## config.mk

```make
export PLATFORM = sky130hd
export DESIGN_NAME = sample_counter_multi
export DESIGN_NICKNAME = d
export VERILOG_FILES = /design/src/rtl/sample_counter_multi.sv
export SDC_FILE = /design/constraint.sdc
export NUM_CORES = 1
export LEC_CHECK = 0
export ABC_CLOCK_PERIOD_IN_PS = 3250
export BUFFER_PORTS_ARGS = -buffer_cell sky130_fd_sc_hd__buf_2
export CAP_MARGIN = 20
export CORE_MARGIN = 2
export CORE_UTILIZATION = 56
export DETAILED_ROUTE_END_ITERATION = 10
export PLACE_DENSITY = 0.93
export SYNTH_ARGS = -nofsm -noshare
export SYNTH_HDL_FRONTEND = slang
export SYNTH_SLANG_ARGS = --single-unit
```

## constraint.sdc

```tcl
create_clock -name clk -period 3.25 [get_ports clk]
set_input_delay 0.325 -clock clk [delete_from_list [all_inputs] [get_ports clk]]
set_output_delay 0.325 -clock clk [all_outputs]
set_load 0.02 [all_outputs]
```

## src/rtl/sample_counter_multi.sv

```systemverilog
// sample_counter_multi
//   Multi-channel sample-address counter. Each channel is kicked by its own go,
//   advances once per shared sample tick (en) through ROM addresses 0..L-1,
//   then returns to idle, or wraps when looping is built in and selected.
//   Effective length L is len_i, or MAXCOUNT when len_i is 0 or exceeds MAXCOUNT.
//   Per-cycle priority per channel: go > stop > en-step.
//
//   Optional feature macro: SAMPLE_LOOP_EN
//     defined   : loop_i=1 at the terminal step wraps to 0 and keeps playing
//     undefined : loop is ignored and every channel stops at its terminal step
//
// Ports
//   clk     in   1               system clock, all state on posedge
//   resetn  in   1               asynchronous active-low reset
//   en      in   1               shared sample tick
//   go      in   CHANNELS        per-channel (re)trigger, level sampled
//   stop    in   CHANNELS        per-channel abort
//   len     in   CHANNELS*WIDTH  per-channel length, ch i at [i*WIDTH +: WIDTH]
//   loop    in   CHANNELS        per-channel loop select
//   count   out  CHANNELS*WIDTH  per-channel ROM address, same packing as len
//   active  out  CHANNELS        channel is in PLAY
//   done    out  CHANNELS        one-cycle pulse when a channel finishes or wraps
//   busy    out  1               OR of active
module sample_counter_multi #(
  parameter int WIDTH    = 16,
  parameter int CHANNELS = 4,
  parameter int MAXCOUNT = 43840
) (
  input  logic                      clk,
  input  logic                      resetn,
  input  logic                      en,
  input  logic [CHANNELS-1:0]       go,
  input  logic [CHANNELS-1:0]       stop,
  input  logic [CHANNELS*WIDTH-1:0] len,
  input  logic [CHANNELS-1:0]       loop,
  output logic [CHANNELS*WIDTH-1:0] count,
  output logic [CHANNELS-1:0]       active,
  output logic [CHANNELS-1:0]       done,
  output logic                      busy
);

  localparam logic [0:0]       IDLE  = 1'b0;
  localparam logic [0:0]       PLAY  = 1'b1;
  localparam logic [WIDTH-1:0] MAX_L = WIDTH'(MAXCOUNT);

  // Zero or oversized lengths fall back to the longest supported sample.
  function automatic logic [WIDTH-1:0] eff_len(input logic [WIDTH-1:0] l);
    if (l == '0 || l > MAX_L) return MAX_L;
    return l;
  endfunction

  logic [CHANNELS-1:0] loop_keep;
`ifdef SAMPLE_LOOP_EN
  assign loop_keep = loop;
`else
  logic unused_loop;
  assign unused_loop = ^loop;
  assign loop_keep   = '0;
`endif

  for (genvar g = 0; g < CHANNELS; g++) begin : g_ch
    logic [0:0]       state;
    logic [WIDTH-1:0] cnt;
    logic             done_r;
    logic [WIDTH-1:0] last;

    // len is live: a change mid-play moves the terminal address immediately.
    assign last = eff_len(len[g*WIDTH +: WIDTH]) - WIDTH'(1);

    always_ff @(posedge clk or negedge resetn) begin
      if (!resetn) begin
        state  <= IDLE;
        cnt    <= '0;
        done_r <= 1'b0;
      end else begin
        done_r <= 1'b0;
        if (go[g]) begin
          state <= PLAY;
          cnt   <= '0;
        end else if (stop[g]) begin
          state <= IDLE;
          cnt   <= '0;
        end else if (state == PLAY && en) begin
          // >= rather than == so a shortened len can never leave cnt past L-1.
          if (cnt >= last) begin
            cnt    <= '0;
            done_r <= 1'b1;
            state  <= loop_keep[g] ? PLAY : IDLE;
          end else begin
            cnt <= cnt + WIDTH'(1);
          end
        end
      end
    end

    assign count[g*WIDTH +: WIDTH] = cnt;
    assign active[g]               = (state == PLAY);
    assign done[g]                 = done_r;
  end

  assign busy = |active;

endmodule

```

==> results.md, run 1 <==
* Skew-Pair Late Insertion Delay at 0.33 ns
* Crit Path Max Fanout at 5
* Die area at 0.01263 mm^2
* Clock Sinks at 72
* Mean Syn Cell Area at roughly 8.3 um^2
* Async SR Flop Fraction at 1.000
* Worst setup EP type: flip-flop
* Yosys cell types at 63
* Root Buffer: clkbuf_16
* Port bufs at 147
* Die H at approximately 110 um
* Width of the die at ~110 um
* Via count at 7991
* Top post-synthesis cells by area: dfrtp_1 (27%), ha_1 (14%), xor2_1 (7.7%)
* FMAX at 231.2 MHz
* Yosys top cell by area: dfrtp_1
* DPL Wire Length at 14.99 mm
* Placed cells at 1199
* Syn nets at 946
* Hold crit path type: in2async
* Fin crit period at between 4 and 5 ns
* Post-detailed-routing wire length at 24.66 mm
* WP data arrival at 4.59 ns
* DRT iter0 DRCs at 893
* Site Rows at 39
* Total Power at about 2.7 mW
* Gr usage total at 0.3480
* Vias in the first global route at 7798
* Seq/Total Area, Yosys at 0.2739
* Status: finished, violations left
* First-pass GRT wire length at between 30 and 40 mm
* Violated checks: setup timing
* CTS buffer count at 9
* Ports at 152
* Post-DR wirelength/cell at between 15 and 20 um
* Layout cells sized above 1 at 0.4277
* Core Area at 0.01142 mm^2
* RSZ-0062 raised after global routing: yes
* Initial antenna violation count at 0
* Endpoints failing setup at 72
* ANT cells at 0
* Slew headroom at 0.3898
* Residual DRC at 0
* Crit path launch type: primary input
* DR pass1 iterations at 8
* Placer Congestion at 0.8867
* Initial Util at 0.5760
* Synth Flop Type: dfrtp_1
* Req. time, crit path at between 3 and 4 ns
* Setup ws final at -1.075 ns
* Slew Viols, Final at 0
* Tcrit/Tclk final at 1.331
* Clock buffer depth at 2
* Leak at 4.753 nW
* H-tree depth at 3
* Largest net degree at the start of global routing at 73
* EDFF count, synth at 0
* Worst-path clk slew at about 0.060 ns
* Post-DRT Antenna Nets at 0
* P per Cell Area at 270.5 mW/mm^2
* Maximum capacitance violations at 0
* Share of the synthesized area in the top cell type at 0.2739
* Gr ovfl total at 0
* Vias/cell at around 6.4
* Clock skew at 0.008681 ns
* Final cell count without fillers at 1249
* Mapped Cells at slightly below 800
* CP Class: in2reg
* Final Util at 0.8632
* Most instantiated cells after synthesis: nor2_1 (99), nand2_1 (81), dfrtp_1 (72), ha_1 (72), xor2_1 (58)
* CTS Hold Bufs at 0
* Synth-to-Final Area Change at 49.86%
* Number of warnings issued by yosys at 0
* CTS tree: yes
* Final hold violations at 0
* Worst Reg-to-Reg Cells at 8
* Final Net Count at 1253
* Count leader, synth: nor2_1
* FF+latch count, synth at 72
* Pin slew with the least headroom to its limit at a little over 0.9 ns
* Cell Area, Synth at 0.006578 mm^2
* Peak VDD IR at 0.3912 mV
==> power by group <==
part	internal, mW	switching, mW
clock	0.708	0.364
combinational	0.316	0.361
sequential	0.903	0.0147
total	1.93	0.740
==> cell usage in the layout, fill, tap and decap left out, drive strengths merged, types with 11 or more instances in the layout <==
cell type and instances:
a211oi 13, a21o 14, a21oi 33, and2 13, and3 18, buf 324
clkbuf 12, dfrtp 72, ha 72, inv 18, nand2 81, nand3 35
nand4 27, nor2 99, nor3 24, nor4 11, o21ai 25, or3 16
or4 13, xnor2 27, xor2 58
==> registers in the layout, indices dropped and copies added, names as in the netlist <==
register and flops:
g_ch.state 4, g_ch.done_r 4, g_ch.cnt 64
==> final timing paths <==
check / to / slack (ns) / startpoint
max in group asynchronous: g_ch[1].cnt[15] / 2.53 / resetn
worst max-delay path: g_ch[1].cnt[0] / -1.08 / len[26]
worst min register to register: g_ch[0].cnt[15] / 0.61 / g_ch[0].cnt[15]
min in group clk: g_ch[3].state / 0.20 / go[3]
worst max register to register: g_ch[1].cnt[0] / 0.75 / g_ch[1].cnt[0]
worst min-delay path: g_ch[0].cnt[14] / 0.11 / resetn
==> layout make-up <==
type | count | area (um^2)
well taps | 143 | 178.9
fillers | 570 | 1562
clock inverters | 3 | 65.06
multi-input cells | 677 | 5336
repair buffers | 324 | 2151
inverters | 18 | 67.56
clock buffers | 12 | 256.5
flip-flops and latches | 72 | 1802
==> repair_timing <==
item,4_1_cts,5_1_grt
pin swaps,34,23
setup endpoints to repair,72,72
buffers inserted,25,9
resized for setup,51,70
cloned,1,1
==> critical path: stages <==
cell and delay, ns:
buf_6 0.09, or4_4 0.53, or3_4 0.36, or3_4 0.39
o22a_4 0.23, nand2_4 0.09, ha_4 0.15, nor2b_4 0.17
nand3_4 0.13, nor3_2 0.17, xor2_1 0.21, nand2_1 0.09
ha_1 0.31, nand4_1 0.11, nor3_1 0.06, or3_1 0.33
a211o_4 0.32, or3_4 0.34, a21oi_2 0.15
==> metrics by stage <==
stage                     worst slack (ns)  hold WS, ns  instance area (um^2)  TNS (ns)
after detailed placement            -1.329       0.5151                  8667    -77.84
after global placement              -1.155       0.5074                  8667    -68.29
after global routing                -1.158       0.1904                  9857    -60.59
after CTS                          -0.9143       0.1514                  9455    -40.93
final                               -1.075       0.1074                  9857    -51.16
after floorplan                     -1.219      0.02941                  6910    -68.51
==> per-layer routing <==
metal	routed length, um	GRT usage	vias up	part of all wire
met3	1951	0.06371	149	0.079
met4	1147	0.1358	0	0.047
li1	-	-	3520	-
met1	9109	0.4071	3798	0.37
met2	12450	0.6313	524	0.50
met5	0	0	-	0
==> cell families (layout without fill, tap and decap cells) <==
family          count (synthesis)  after routing  share of synthesized area
compound gates                141            142                     0.1503
xor+xnor                       85             85                     0.1132
fa+ha+maj                      72             72                     0.1370
buf+inv                        47            357                    0.03310
flops                          72             72                     0.2739
mux                             2              2                   0.003044
simple gates                  376            376                     0.2895
No activity file was read; power rests on OpenSTA's default activity.
==> inputs of run 2 (changes only) <==
- ABC_CLOCK_PERIOD_IN_PS: 3250 -> 5100
- CORE_ASPECT_RATIO: unset -> 1.5
- CORE_UTILIZATION: 56 -> 59
- CTS_CLUSTER_DIAMETER: unset -> 150
- PLACE_DENSITY: 0.93 -> 0.95
- clock period: 3.25 -> 5.1 ns (I/O delays scaled with it)
==> run 2 against run 1 <==
  * The flow now finishes without violations
  * Design area fell by 21%
  * First-iteration DRC count fell by 73%
  * Die area fell by 4.8%
  * Wire length decreased by 33%
  * Register-to-register slack improved by 1.9 ns
  * Hold slack improved by 0.19 ns
  * Critical path type unchanged
  * Largest power group unchanged
  * Highest routed layer unchanged
==> results.md, run 2 (same netlist as run 1, synthesis figures left out) <==
* Status: complete, no violations (was finished, violations left)
* DR pass1 iterations at 5 (was 8)
* Die H at 133.3 um (was 112.4 um)
* Crit path launch type: primary input (unchanged)
* Port bufs at 147 (unchanged)
* Clock skew at 0.006860 ns (was 0.008681 ns)
* Post-detailed-routing wire length at 16.42 mm (was 24.66 mm)
* Fin crit period at 4.772 ns
* CP Class: in2reg (unchanged)
* Slew Viols, Final at 0 (unchanged)
* Final Util at 0.7092 (was 0.8632)
* Vias in the first global route at 6264 (was 7798)
* ANT cells at 0 (unchanged)
* Peak VDD IR at 0.1741 mV (was 0.3912 mV)
* Slew headroom at 0.3875 (was 0.3898)
* Worst Reg-to-Reg Cells at 7 (was 8)
* Via count at 6540 (was 7991)
* RSZ-0062 raised after global routing: no (was yes)
* Ports at 152 (unchanged)
* First-pass GRT wire length at 27.88 mm (was 36.17 mm)
* Crit Path Max Fanout at 13 (was 5)
* Tcrit/Tclk final at 0.9357
* Reg2reg end: g_ch[1].cnt[11] (was g_ch[1].cnt[0])
* Layout cells sized above 1 at 0.2055 (was 0.4277)
* Biggest registers after layout: g_ch.cnt x64, g_ch.done_r x4, g_ch.state x4 (unchanged)
* Width of the die at 90.21 um (was 112.4 um)
* Worst-path clk slew at 0.06 ns (about the same)
* Post-DRT Antenna Nets at 0 (unchanged)
* Final Net Count at 1086 (was 1253)
* Vias/cell at 6.022 (was 6.398)
* Residual DRC at 0 (unchanged)
* Pin slew with the least headroom to its limit at 0.9187 ns (was 0.9154 ns)
* P per Cell Area at 195.6 mW/mm^2 (was 270.5 mW/mm^2)
* Reg2reg start: g_ch[1].cnt[13] (was g_ch[1].cnt[0])
* R2R setup slack at 2.68 ns (was 0.75 ns)
* Clock Sinks at 72 (unchanged)
* Root Buffer: clkbuf_16 (unchanged)
* Largest net degree at the start of global routing at 73 (unchanged)
* CTS tree: yes (unchanged)
* Endpoints failing setup at 0 (was 72)
* Largest register FFs at 64 (unchanged)
* Gr ovfl total at 0 (unchanged)
* Skew-Pair Late Insertion Delay at 0.33 ns (about the same)
* CTS Hold Bufs at 0 (unchanged)
* Req. time, crit path at 5.30 ns (was 3.51 ns)
* Setup Buffers After CTS at 0 (was 25)
* CTS buffer count at 9 (unchanged)
* Gr usage total at 0.2750 (was 0.3480)
* Post-CTS resize count at 0 (was 51)
* Setup TNS at 0 ns (was -51.16 ns)
* DRT iter0 DRCs at 242 (was 893)
* Hold crit path type: in2async (unchanged)
* Site Rows at 47 (was 39)
* Initial antenna violation count at 0 (unchanged)
* Leak at 3.808 nW (was 4.753 nW)
* H-tree depth at 3 (unchanged)
* Die area at 0.01203 mm^2 (was 0.01263 mm^2)
* Synth-to-Final Area Change at 17.94% (was 49.86%)
* Largest reg by FF count: g_ch.cnt (unchanged)
* Clock buffer depth at 2 (unchanged)
* Core Area at 0.01094 mm^2 (was 0.01142 mm^2)
* Commonest non-fill, non-tap cells in the layout: buf_2 (146), nor2_1 (99), nand2_1 (81) (was buf_4 (168), buf_2 (140), nor2_1 (73))
* WP data arrival at 4.97 ns (was 4.59 ns)
* Maximum capacitance violations at 0 (unchanged)
* DPL Wire Length at 12.66 mm (was 14.99 mm)
* FMAX at 209.6 MHz
* Post-DR wirelength/cell at 15.12 um (was 19.75 um)
* Leading cell type in the layout, fill and taps excluded: buf_2 (was buf_4)
* Initial Util at 0.6013 (was 0.5760)
* Placer Congestion at 0.9131 (was 0.8867)
* Final hold violations at 0 (unchanged)
* Worst setup EP type: flip-flop (unchanged)
==> run 2: changes by cell type in the layout (fill, tap and decap cells not counted), sizes merged <==
| cell | delta |
|---|---|
| clkbuf | -2 |
| buf | -166 |
| clkinvlp | +1 |
| clkinv | +1 |
| a31o | -1 |
==> run 2: stage by stage <==
step	hold WS (ns)	power, mW	setup slack (ns)	instances	instance area, um^2
after detailed placement	0.5724	0.8523	0.06861	1071	7437
final	0.2974	1.518	0.3279	1086	7757
after CTS	0.3405	1.531	0.3776	1086	7757
after global routing	0.3715	1.590	0.01758	1086	7757
after floorplan	0.2144	0.7496	0.05301	795	6584
after global placement	0.5584	0.8423	0.2226	1071	7437
==> run 2: critical path, cell delays in order <==
cell	delay [ns]
buf_2	0.13
or4_1	0.56
or3_1	0.37
or3_1	0.40
o22a_1	0.24
nand2_1	0.11
ha_1	0.18
nor2b_1	0.17
nand3_1	0.17
nor3_1	0.22
xor2_1	0.17
nand2_1	0.07
ha_1	0.30
nand4_1	0.12
a2111oi_0	0.47
a211o_1	0.32
a31o_2	0.37
nor2_1	0.10
==> run 2: where the power goes <==
part	leakage (nW)	switching, mW	total (mW)	internal (mW)
combinational	2.66	0.156	0.263	0.107
clock	0.155	0.234	0.672	0.438
sequential	0.992	0.00720	0.582	0.575
total	3.81	0.397	1.52	1.12
==> run 2: layer usage <==
layer / track usage / vias to the layer above / routed length (um)
met3: 0.04412 / 28 / 681
li1: - / 3197 / -
met4: 0.08974 / 0 / 341
met5: 0 / - / 0
met2: 0.5146 / 180 / 8779
met1: 0.3176 / 3135 / 6620
==> run 2: how the worst max path moves through the flow <==
| stage | from | end | slack (ns) | depth (start not counted) |
|---|---|---|---|---|
| final | len[26] | g_ch[1].cnt[11] | 0.33 | 18 |
| after global routing | len[55] | g_ch[3].cnt[7] | 0.02 | 20 |
| after CTS | len[26] | g_ch[1].cnt[11] | 0.38 | 18 |
| after detailed placement | len[26] | g_ch[1].cnt[11] | 0.07 | 19 |
| after global placement | len[57] | g_ch[3].cnt[5] | 0.22 | 20 |
| after floorplan | len[57] | g_ch[3].cnt[10] | 0.05 | 22 |
==> run 2: final cells by class <==
cell class,count,area (um^2)
Multi-Input combinational cell,676,4563
Timing Repair Buffer,158,820.8
Sequential cell,72,1802
Clock buffer,10,239.0
Tap cell,147,183.9
Clock inverter,5,81.33
Fill cell,849,3181
Inverter,18,67.56
==> inputs of run 3 (changes only) <==
- ABC_CLOCK_PERIOD_IN_PS: 5100 -> 4450
- BUFFER_PORTS_ARGS: -buffer_cell sky130_fd_sc_hd__buf_2 -> -buffer_cell sky130_fd_sc_hd__clkbuf_2
- CORE_UTILIZATION: 59 -> 56
- PLACE_DENSITY: 0.95 -> 0.93
- clock period: 5.1 -> 4.45 ns (I/O delays scaled with it)
==> run 3 against run 2 <==
  * Worst setup slack got worse by 0.21 ns
  * Sequential share of layout area fell by 1.5 points
  * First-iteration DRC count rose by 4.5%
  * Combinational power rose by 30%
  * Via count rose by 4.8%
  * Non-clock buffer count rose by 38
  * Hold slack got worse by 0.064 ns
  * Register-to-register slack got worse by 0.66 ns
  * Global-route usage rose by 0.18 points
  * Clock power rose by 26%
  * Critical path type unchanged
  * Highest routed layer unchanged
==> results.md, run 3 (same netlist as run 1, synthesis figures left out) <==
* Slew headroom at 0.3811 (was 0.3875)
* Pin slew with the least headroom to its limit at 0.9283 ns (was 0.9187 ns)
* P per Cell Area at 224.5 mW/mm^2 (was 195.6 mW/mm^2)
* Residual DRC at 0 (unchanged)
* Endpoints failing setup at 0 (unchanged)
* DR pass1 iterations at 5 (unchanged)
* Final Net Count at 1125 (was 1086)
* Ports at 152 (unchanged)
* Clock Sinks at 72 (unchanged)
* Port bufs at 147 (unchanged)
* Status: complete, no violations (unchanged)
* Gr ovfl total at 0 (unchanged)
* Largest net degree at the start of global routing at 73 (unchanged)
* Total Power at 1.862 mW (was 1.518 mW)
* Skew-Pair Late Insertion Delay at 0.33 ns (about the same)
* Area of the multi-input gates at 0.004775 mm^2 (was 0.004563 mm^2)
* Placement Cell Area at 0.007844 mm^2 (was 0.007437 mm^2)
* Req. time, crit path at 4.66 ns (was 5.30 ns)
* WP data arrival at 4.55 ns (was 4.97 ns)
* ANT cells at 0 (unchanged)
* Via count at 6854 (was 6540)
* Max incr delay on CP at 0.53 ns (was 0.56 ns)
* Fin crit period at between 4 and 5 ns
* Post-DRT Antenna Nets at 0 (unchanged)
* Reg area at 0.001802 mm^2 (unchanged)
* Synth-to-Final Area Change at 26.08% (was 17.94%)
* Hold crit path type: in2async (unchanged)
* Post-DR wirelength/cell at 15.99 um (was 15.12 um)
* Final hold violations at 0 (unchanged)
* Site Rows at 48 (was 47)
* Worst setup EP type: flip-flop (unchanged)
* Maximum capacitance violations at 0 (unchanged)
* Fillers at 860 (was 849)
* Die H at 136.7 um (was 133.3 um)
* Largest register FFs at 64 (unchanged)
* CTS tree: yes (unchanged)
* Crit-path slowest cell: or4_4 (was or4_1)
* Vias in the first global route at 6664 (was 6264)
* Width of the die at 92.49 um (was 90.21 um)
* DRT iter0 DRCs at 253 (was 242)
* Gr usage total at 0.2767 (was 0.2750)
* Vias/cell at 6.071 (was 6.022)
* Placer Congestion at 0.9017 (was 0.9131)
* CP Cell Sequence: clkbuf_2, or4_4, or3_4, or3_4, o22a_4, nand2_2, ha_4, nor2b_4, nand3_4, nor3_2, xor2_1, nand2_1, ha_1, nand4_1, a2111oi_1, a211o_4, buf_4, nand2_1, a31o_2 (was buf_2, or4_1, or3_1, or3_1, o22a_1, nand2_1, ha_1, nor2b_1, nand3_1, nor3_1, xor2_1, nand2_1, ha_1, nand4_1, a2111oi_0, a211o_1, a31o_2, nor2_1)
* Biggest registers after layout: g_ch.cnt x64, g_ch.done_r x4, g_ch.state x4 (unchanged)
* DPL Wire Length at 13.78 mm (was 12.66 mm)
* Setup TNS at 0 ns (unchanged)
* First-pass GRT wire length at 28.81 mm (was 27.88 mm)
* H-tree depth at 3 (unchanged)
* CTS buffer count at 9 (unchanged)
* Placed cells at 1111 (was 1071)
* Clock buffer depth at 2 (unchanged)
* Initial antenna violation count at 0 (unchanged)
* Final cell count without fillers at 1129 (was 1086)
* Clock skew at 0.005198 ns (was 0.006860 ns)
* Worst-path clk slew at 0.06 ns (about the same)
* Largest reg by FF count: g_ch.cnt (unchanged)
* Leak at 4.018 nW (was 3.808 nW)
* Layout cells sized above 1 at 0.2646 (was 0.2055)
* Tcrit/Tclk final at 0.9742
* Setup ws final at 0.1147 ns (was 0.3279 ns)
* Worst Reg-to-Reg Cells at 8 (was 7)
* Post-route cell area at 0.008293 mm^2 (was 0.007757 mm^2)
* Final Util at 0.7229 (was 0.7092)
* Peak VDD IR at 0.1878 mV (was 0.1741 mV)
* Crit Path Max Fanout at 5 (was 13)
* Setup WS pre-CTS at -0.2554 ns (was 0.06861 ns)
* FMAX at 230.7 MHz
* Commonest non-fill, non-tap cells in the layout: clkbuf_2 (146), nor2_1 (97), nand2_1 (76) (was buf_2 (146), nor2_1 (99), nand2_1 (81))
* CTS Hold Bufs at 0 (unchanged)
* WHS at 0.2338 ns (was 0.2974 ns)
* Slew Viols, Final at 0 (unchanged)
* Leading cell type in the layout, fill and taps excluded: clkbuf_2 (was buf_2)
* Root Buffer: clkbuf_16 (unchanged)
* Post-detailed-routing wire length at 18.05 mm (was 16.42 mm)
* Die area at 0.01265 mm^2 (was 0.01203 mm^2)
* Crit path launch type: primary input (unchanged)
* Core Area at 0.01147 mm^2 (was 0.01094 mm^2)
* Initial Util at 0.5734 (was 0.6013)
* CP Class: in2reg (unchanged)
-- run 3: what timing repair did --
action                                  4_1_cts  5_1_grt
resized for setup                             0       17
buffers inserted                              0        1
endpoints found under the setup margin        0       38
-- run 3: critical path: cells and delay by family --
family	cells	cell delay, ns
and+or+nand+nor	10	2.07
AOI/OAI and AO/OA	4	1.21
adders and majority gates	2	0.43
xor gates and xnor gates	1	0.16
buffers and inverters	2	0.21
-- run 3: routing by layer --
layer,vias to the layer above,global-route usage,wire [um]
met1,3277,0.2999,6887
li1,3276,-,-
met4,0,0.1161,565
met3,56,0.05176,817
met5,-,0,0
met2,245,0.5211,9783
-- run 3: worst paths after layout --
path                                      start               to  slack, ns
worst max-delay path                    len[26]    g_ch[1].state       0.11
worst min-delay path                     resetn  g_ch[0].cnt[10]       0.23
worst max register to register  g_ch[0].cnt[13]   g_ch[0].cnt[7]       2.02
worst min register to register   g_ch[0].cnt[0]   g_ch[0].cnt[0]       0.59
max in group asynchronous                resetn   g_ch[1].cnt[9]       3.58
min in group clk                          go[3]    g_ch[3].state       0.34
-- run 3: cell type report --
class	instances	share of cell area
clock buffer	12	0.03093
inverter	18	0.008147
sequential	72	0.2173
clock inverter	4	0.01192
multi-input combinational	677	0.5757
timing repair buffer	196	0.1334
tap	150	0.02263
-- run 3: power breakdown --
group          total [mW]  internal, mW  switching (mW)
logic               0.343         0.146           0.197
clock network       0.850         0.581           0.270
registers           0.668         0.659         0.00927
total                1.86          1.39           0.476
